$ cat config.mk
export PLATFORM = sky130hd
export DESIGN_NAME = dpram_fifo_ctrl
export DESIGN_NICKNAME = d
export VERILOG_FILES = /design/src/rtl/dpram_fifo_ctrl.sv
export SDC_FILE = /design/constraint.sdc
export NUM_CORES = 1
export LEC_CHECK = 0
export ABC_CLOCK_PERIOD_IN_PS = 6050
export CAP_MARGIN = 15
export CORE_UTILIZATION = 40
export DETAILED_ROUTE_END_ITERATION = 16
export HOLD_SLACK_MARGIN = 0.1
export PLACE_DENSITY_LB_ADDON = 0.15
export SYNTH_ARGS = -nofsm -noshare
export SYNTH_HDL_FRONTEND = slang
export SYNTH_SLANG_ARGS = --single-unit
$ cat constraint.sdc
create_clock -name clk -period 6.05 [get_ports clk]
set_input_delay 1.21 -clock clk [delete_from_list [all_inputs] [get_ports clk]]
set_output_delay 1.21 -clock clk [all_outputs]
set_load 0.02 [all_outputs]
$ cat src/rtl/dpram_fifo_ctrl.sv
// FIFO controller around an external dual-port RAM: owns the pointers, the occupancy count and the flags.
// Read data returns one clock after read_en and is presented on pop_data with pop_valid.
module dpram_fifo_ctrl #(
   parameter int ADDR_WIDTH = 8,
   parameter int DATA_WIDTH = 8
) (
   input  logic                  clk,
   input  logic                  rst,
   input  logic                  push,
   input  logic [DATA_WIDTH-1:0] push_data,
   input  logic                  pop,
   output logic [DATA_WIDTH-1:0] pop_data,
   output logic                  pop_valid,
   output logic                  full,
   output logic                  empty,
   output logic [ADDR_WIDTH:0]   count,
   output logic                  overflow,
   output logic                  underflow,
   output logic                  write_en,
   output logic [ADDR_WIDTH-1:0] WAdddr,
   output logic [DATA_WIDTH-1:0] dataIn,
   output logic                  read_en,
   output logic [ADDR_WIDTH-1:0] RAdddr,
   input  logic [DATA_WIDTH-1:0] dataOut
);

   localparam logic [ADDR_WIDTH:0]   DepthCount = {1'b1, {ADDR_WIDTH{1'b0}}};
   localparam logic [ADDR_WIDTH:0]   CountOne   = {{ADDR_WIDTH{1'b0}}, 1'b1};
   localparam logic [ADDR_WIDTH-1:0] PtrOne     = {{(ADDR_WIDTH-1){1'b0}}, 1'b1};

   logic [ADDR_WIDTH-1:0] wrPtr;
   logic [ADDR_WIDTH-1:0] rdPtr;
   logic [ADDR_WIDTH:0]   countReg;
   logic                  popValidReg;
   logic                  overflowReg;
   logic                  underflowReg;
   logic                  pushOk;
   logic                  popOk;

   // Flags come from the registered count only, so a simultaneous push/pop never bypasses.
   assign full   = (countReg == DepthCount);
   assign empty  = (countReg == '0);
   assign pushOk = push && !full && !rst;
   assign popOk  = pop && !empty && !rst;

   assign write_en  = pushOk;
   assign WAdddr    = wrPtr;
   assign dataIn    = push_data;
   assign read_en   = popOk;
   assign RAdddr    = rdPtr;
   assign count     = countReg;
   assign pop_valid = popValidReg;
   assign pop_data  = popValidReg ? dataOut : '0;
   assign overflow  = overflowReg;
   assign underflow = underflowReg;

   always_ff @(posedge clk or posedge rst) begin
      if (rst) begin
         wrPtr        <= '0;
         rdPtr        <= '0;
         countReg     <= '0;
         popValidReg  <= 1'b0;
         overflowReg  <= 1'b0;
         underflowReg <= 1'b0;
      end else begin
         popValidReg <= popOk;
         if (pushOk) wrPtr <= wrPtr + PtrOne;
         if (popOk)  rdPtr <= rdPtr + PtrOne;
         case ({pushOk, popOk})
            2'b10:   countReg <= countReg + CountOne;
            2'b01:   countReg <= countReg - CountOne;
            default: countReg <= countReg;
         endcase
         if (push && full)  overflowReg  <= 1'b1;
         if (pop && empty)  underflowReg <= 1'b1;
      end
   end

endmodule

# Word level (Yosys, flattened, before mapping)
# Index checks and enable logic that the tools add are counted.
# totals
reg_bits,28
inputBits,20
out_inout_bits,48
word_cells,26
# op_classes
add_sub_neg,4
eq_ne,3
mux,2
reduce_logical,11
# ops
cell,n
$pmux W9 S2,1
$add A8 B1 Y8 const B,2
$add A9 B1 Y9 const B,1
$eq A9 B9 Y1 const B,1
$logic_not A9 Y1,1
$sub A9 B1 Y9 const B,1
$mux W8,1
$logic_and A1 B1 Y1,6
$logic_not A1 Y1,3
$eq A2 B1 Y1 const B,1
$eq A2 B2 Y1 const B,1
$reduce_bool A2 Y1,1

# Depth between registers and ports, before layout
# depth
word_depth,6
ltp_mapped,13
ltp_nobuf,12

# Worst setup path after synthesis
# OpenSTA, ideal clock, no wires.
# synth_timing
kind,in2reg
startpoint,input pop
endpoint,register countReg[8] (netlist: count[8])
setup_time_ns,0.069
arrival_time_ns,3.613
required_time_ns,5.981
slack_ns,2.368
path_stages,9
n_path_buf,0
cell_sequence,inv_1 -> a311oi_4 -> ha_1 -> ha_1 -> or2_2 -> a21oi_1 -> a211oi_1 -> or4_1 -> nand3_1
# synth_via
elab_chain_len,4
elab_cells_between_ends,6
classes_between,2 x eq/ne; 1 x mux; 3 x reduce/logical
# synth_rtl
item,line_no,source
from (decl),11,"input logic pop,"
$logic_and A1 B1 Y1 (*) (2 in series),44,assign popOk = pop && !empty && !rst;
net read_en,22,"output logic read_en,"
$eq A2 B1 Y1 / $eq A2 B2 Y1 (equally long branches),69,"case ({pushOk, popOk})"
$pmux W9 S2 / $reduce_bool A2 Y1 (equally long branches),n/a,
to (signal assigned),70,2'b10: countReg <= countReg + CountOne;
to (signal assigned),71,2'b01: countReg <= countReg - CountOne;
to (signal assigned),72,default: countReg <= countReg;
to (decl),33,logic [ADDR_WIDTH:0] countReg;
# The timed path passes the listed nets; every way through them passes the cells marked *.
# A chain may end at the register's enable or synchronous reset.

# Worst setup path after layout
# layout_timing
startpoint,input pop
endpoint,output read_en
# layout_via
elab_chain_len,2
# layout_rtl
item,line_no
$logic_and A1 B1 Y1 (2 in series),44
to (decl),22
# No other way between the ends.

==> impl_metrics.xml <==
<?xml version="1.0" encoding="UTF-8"?>
<metrics>
  <group name="worst_hold_path">
    <metric name="holdPathEnd" unit="">overflow$_DFFE_PP0P_</metric>
    <metric name="hold_class" unit="">reg -&gt; reg</metric>
    <metric name="min_delay_path_depth" unit="">1</metric>
    <metric name="hold_path_startpoint" unit="">overflow$_DFFE_PP0P_</metric>
  </group>
  <group name="worst_setup_path">
    <metric name="critPathRequiredTime" unit="ns">4.84</metric>
    <metric name="critical-path-slowest-cell" unit="">sky130_fd_sc_hd__clkdlybuf4s50_1</metric>
    <metric name="cp.arrival" unit="ns">2.97</metric>
    <metric name="timing.rr.end" unit="">count[8]$_DFFE_PP0P_</metric>
    <metric name="largest_fanout_of_any_net_on_the_critical_path" unit="">9</metric>
    <metric name="critPathLaunchType" unit="">input pin</metric>
    <metric name="r2r_slack" unit="ns">2.67</metric>
    <metric name="cp_cell_sequence" unit="">clkdlybuf4s50_1, inv_1, a311oi_4, clkdlybuf4s50_1</metric>
    <metric name="critPathMaxStageDelay" unit="ns">0.71</metric>
    <metric name="critical-path-top-cell-by-count" unit="">sky130_fd_sc_hd__clkdlybuf4s50_1</metric>
    <metric name="cp.buffers_inverters" unit="">3</metric>
    <metric name="number_of_cells_traversed_by_the_worst_register_to_register_path" unit="">12</metric>
    <metric name="reg2reg_from" unit="">count[0]$_DFFE_PP0P_</metric>
    <metric name="timing.setup.critical_path_class" unit="">in -&gt; out</metric>
    <metric name="cp-end-kind" unit="">primary output</metric>
    <metric name="crit_path_max_delay_family" unit="">buffers and inverters</metric>
  </group>
  <group name="synthesis">
    <metric name="synth.top_cell.area_share" unit="%">40.9</metric>
    <metric name="sequential_cell_area_fraction_in_the_yosys_report" unit="%">40.9</metric>
    <metric name="postSynthNetCount" unit="">194</metric>
    <metric name="number_of_warnings_reported_in_the_yosys_synthesis_log" unit="">0</metric>
    <metric name="postSynthCellCount" unit="">163</metric>
    <metric name="synth.top_cells.by_count" unit="">sky130_fd_sc_hd__dfrtp_1 (28), sky130_fd_sc_hd__xnor2_1 (15), sky130_fd_sc_hd__nand2_1 (14)</metric>
    <metric name="synth_seq_cells" unit="">28</metric>
    <metric name="ys_dominant_reg_cell" unit="">sky130_fd_sc_hd__dfrtp_1</metric>
    <metric name="syn_area" unit="um2">1710</metric>
    <metric name="synthDistinctLibCells" unit="">42</metric>
    <metric name="synthMostInstantiatedCell" unit="">sky130_fd_sc_hd__dfrtp_1</metric>
    <metric name="synth.top_cells.by_area" unit="">sky130_fd_sc_hd__dfrtp_1 (41%), sky130_fd_sc_hd__xnor2_1 (7.7%), sky130_fd_sc_hd__ha_1 (7.3%)</metric>
    <metric name="synth_area_per_cell" unit="um2">10.5</metric>
    <metric name="synth_edf_count" unit="">0</metric>
    <metric name="async_reset_ff_share" unit="%">100</metric>
    <metric name="yosys.area.top_type" unit="">sky130_fd_sc_hd__dfrtp_1</metric>
  </group>
  <group name="floorplanning">
    <metric name="die_h" unit="um">67.4</metric>
    <metric name="initial_utilization" unit="%">42.2</metric>
    <metric name="core_region_area" unit="um2">4060</metric>
    <metric name="std_cell_rows" unit="">23</metric>
    <metric name="total_die_area" unit="um2">4540</metric>
    <metric name="die-width" unit="um">67.4</metric>
    <metric name="io_pins" unit="">68</metric>
  </group>
  <group name="pwr">
    <metric name="clockPowerShare" unit="%">14.0</metric>
    <metric name="pwr-share-seq" unit="%">34.6</metric>
    <metric name="netSwitchingPower" unit="uW">428</metric>
    <metric name="power.static_leakage" unit="uW">0.000983</metric>
    <metric name="pwr_density_cell" unit="nW/um2">453</metric>
    <metric name="internal-power" unit="uW">620</metric>
    <metric name="comb_power_share" unit="%">51.4</metric>
    <metric name="ir_drop" unit="V">0.000178</metric>
    <metric name="switching_share" unit="%">40.9</metric>
  </group>
  <group name="timing">
    <metric name="slew_viol_final" unit="">0</metric>
    <metric name="setup_repair_after_global_routing_missed_its_margin" unit="">no</metric>
    <metric name="finalHoldViolCount" unit="">0</metric>
    <metric name="final.hold.worst_slack" unit="ns">0.461</metric>
    <metric name="layout_worst_path_cycle_share" unit="%">69.1</metric>
    <metric name="timing.max_slew.rel_slack" unit="%">66.0</metric>
    <metric name="finalCriticalPeriod" unit="ns">4.18</metric>
    <metric name="timing_worst_slew_pin_value" unit="ns">0.510</metric>
    <metric name="fmax" unit="MHz">239</metric>
    <metric name="report.final.setup_viol" unit="">0</metric>
    <metric name="finalClockSkew" unit="ns">0.00697</metric>
    <metric name="finalSetupTns" unit="ns">0</metric>
  </group>
  <group name="placed_design">
    <metric name="placed_cells" unit="">254</metric>
    <metric name="gp_congestion" unit="">0.810</metric>
    <metric name="place.port_buffers" unit="">51</metric>
    <metric name="dp.final_hpwl" unit="um">2690</metric>
  </group>
  <group name="global_routing">
    <metric name="groute.usage.overall" unit="%">16.1</metric>
    <metric name="initial_antenna_violation_count" unit="">0</metric>
    <metric name="global_route_wire_length_before_repair" unit="um">5420</metric>
    <metric name="grt_overflow" unit="">0</metric>
    <metric name="first_global_vias" unit="">1232</metric>
    <metric name="grt_max_degree" unit="">29</metric>
  </group>
  <group name="cts">
    <metric name="number_of_hold_buffers_added_after_cts" unit="">0</metric>
    <metric name="cts_buffer_depth" unit="">2</metric>
    <metric name="tritoncts_clock_tree" unit="">built</metric>
    <metric name="post-cts-setup-buffer-count" unit="">0</metric>
    <metric name="cts_htree_levels" unit="">1</metric>
    <metric name="cts.repair.resized" unit="">0</metric>
    <metric name="cts-buffers-inserted" unit="">3</metric>
    <metric name="worstSkewPairLatency" unit="ns">0.28</metric>
    <metric name="cts_num_sinks" unit="">28</metric>
    <metric name="ctsRootBufferMaster" unit="">sky130_fd_sc_hd__clkbuf_8</metric>
    <metric name="clk_pin_slew" unit="ns">0.10</metric>
  </group>
  <group name="routing">
    <metric name="first_iter_violations" unit="">45</metric>
    <metric name="wl_per_cell" unit="um">13.3</metric>
    <metric name="first_pass_iters" unit="">4</metric>
    <metric name="finalWirelength" unit="um">3440</metric>
    <metric name="route.detailed.vias_per_inst" unit="">5.15</metric>
    <metric name="via_count" unit="">1335</metric>
    <metric name="drc" unit="">0</metric>
    <metric name="number_of_nets_with_antenna_violations_after_routing" unit="">0</metric>
  </group>
  <group name="flow_run">
    <metric name="drv_cap" unit="">0</metric>
  </group>
  <group name="layout">
    <metric name="design.final.nets" unit="">241</metric>
    <metric name="share_of_cells_above_drive_strength_1" unit="%">7.18</metric>
    <metric name="antennaDiodeCount" unit="">0</metric>
    <metric name="instances_no_fill" unit="">259</metric>
    <metric name="areaGrowthSynthToFinish" unit="%">35.1</metric>
    <metric name="fillCellCount" unit="">348</metric>
  </group>
  <group name="outcome">
    <metric name="outcome" unit="">completed</metric>
  </group>
</metrics>
[cell usage in the layout (no fill, tap or decap), types with 2 or more instances in the layout]
| cell type | n |
|---|---|
| sky130_fd_sc_hd__o21a_1 | 2 |
| sky130_fd_sc_hd__a21oi_1 | 5 |
| sky130_fd_sc_hd__nand3_1 | 6 |
| sky130_fd_sc_hd__nand4_1 | 3 |
| sky130_fd_sc_hd__and2_1 | 8 |
| sky130_fd_sc_hd__o21ai_0 | 6 |
| sky130_fd_sc_hd__xnor2_1 | 15 |
| sky130_fd_sc_hd__o211ai_1 | 3 |
| sky130_fd_sc_hd__a21o_1 | 3 |
| sky130_fd_sc_hd__and4_1 | 3 |
| sky130_fd_sc_hd__clkdlybuf4s50_1 | 51 |
| sky130_fd_sc_hd__dfrtp_1 | 28 |
| sky130_fd_sc_hd__nor2_1 | 2 |
| sky130_fd_sc_hd__nor3_1 | 2 |
| sky130_fd_sc_hd__and3_1 | 3 |
| sky130_fd_sc_hd__ha_1 | 10 |
| sky130_fd_sc_hd__xor2_1 | 5 |
| sky130_fd_sc_hd__clkbuf_8 | 3 |
| sky130_fd_sc_hd__nand2_1 | 14 |
| sky130_fd_sc_hd__a211oi_1 | 2 |
| sky130_fd_sc_hd__nor4_4 | 2 |
| sky130_fd_sc_hd__inv_1 | 10 |
| sky130_fd_sc_hd__nor2b_1 | 2 |
[registers in the layout (all words and copies together) (netlist names)]
| register | count |
|---|---|
| RAdddr | 8 |
| WAdddr | 8 |
| overflow | 1 |
| underflow | 1 |
| count | 9 |
| pop_valid | 1 |
[cell families after synthesis]
group / share of synthesized area, %
flip-flops: 40.9
AO/OA/AOI/OAI: 12.4
multiplexers: 2.12
buffers and inverters: 6.80
XOR/XNOR: 10.2
adder cells (fa/ha/maj): 8.48
AND/OR/NAND/NOR: 19.1
[worst max path at each step]
stage | from | end | slack (ns) | cells after the start
3_5_place_dp | pop | count[8]$_DFFE_PP0P_ | 1.73 | 10
3_3_place_gp | pop | count[8]$_DFFE_PP0P_ | 1.83 | 10
5_1_grt | pop | read_en | 1.80 | 4
2_1_floorplan | pop | count[8]$_DFFE_PP0P_ | 2.37 | 9
6_report | pop | read_en | 1.87 | 4
4_1_cts | pop | read_en | 1.87 | 4
[routing by layer]
layer  track usage (%)  routed length [um]  up-vias
met5                 0                   0        -
met4              6.38                  59        0
met3              3.21                 212        5
met2              30.5                1770       44
met1              17.1                1400      629
li1                  -                   -      657
[layout make-up]
class	count	area, um2	area share (%)
repair buffers	53	546	23.6
inverters	10	37.5	1.62
multi-input cells	114	895	38.7
well taps	50	62.6	2.71
clock inverters	1	30.0	1.30
flip-flops and latches	28	701	30.3
clock buffers	3	41.3	1.79
[power by group through the flow]
stage	combinational, uW	sequential [uW]	clock [uW]
2_1_floorplan	253	438	0
3_3_place_gp	530	365	0
3_5_place_dp	541	369	0
4_1_cts	543	366	152
5_1_grt	591	378	159
6_report	539	363	146
[worst reg2reg max path, stage by stage, from the launching register on]
cell and delay (ns):
sky130_fd_sc_hd__dfrtp_1 0.46, sky130_fd_sc_hd__nor4_4 0.41, sky130_fd_sc_hd__and3_1 0.26, sky130_fd_sc_hd__nor3b_1 0.07, sky130_fd_sc_hd__buf_4 0.18, sky130_fd_sc_hd__inv_1 0.06, sky130_fd_sc_hd__ha_1 0.38, sky130_fd_sc_hd__ha_1 0.35
sky130_fd_sc_hd__or2_2 0.32, sky130_fd_sc_hd__a21oi_1 0.24, sky130_fd_sc_hd__a211oi_1 0.09, sky130_fd_sc_hd__or4_1 0.40, sky130_fd_sc_hd__nand3_1 0.09
[metrics by stage]
step / total power [uW] / cell area (um2) / utilization [%] / setup WS [ns]
detailed placement: 910 / 2210 / 54.5 / 1.73
global placement: 895 / 2210 / 54.5 / 1.83
global route: 1130 / 2310 / 57.0 / 1.80
finish: 1050 / 2310 / 57.0 / 1.87
floorplan: 691 / 1710 / - / 2.37
CTS: 1060 / 2280 / 56.3 / 1.87
(Power assumes the default switching activity.)
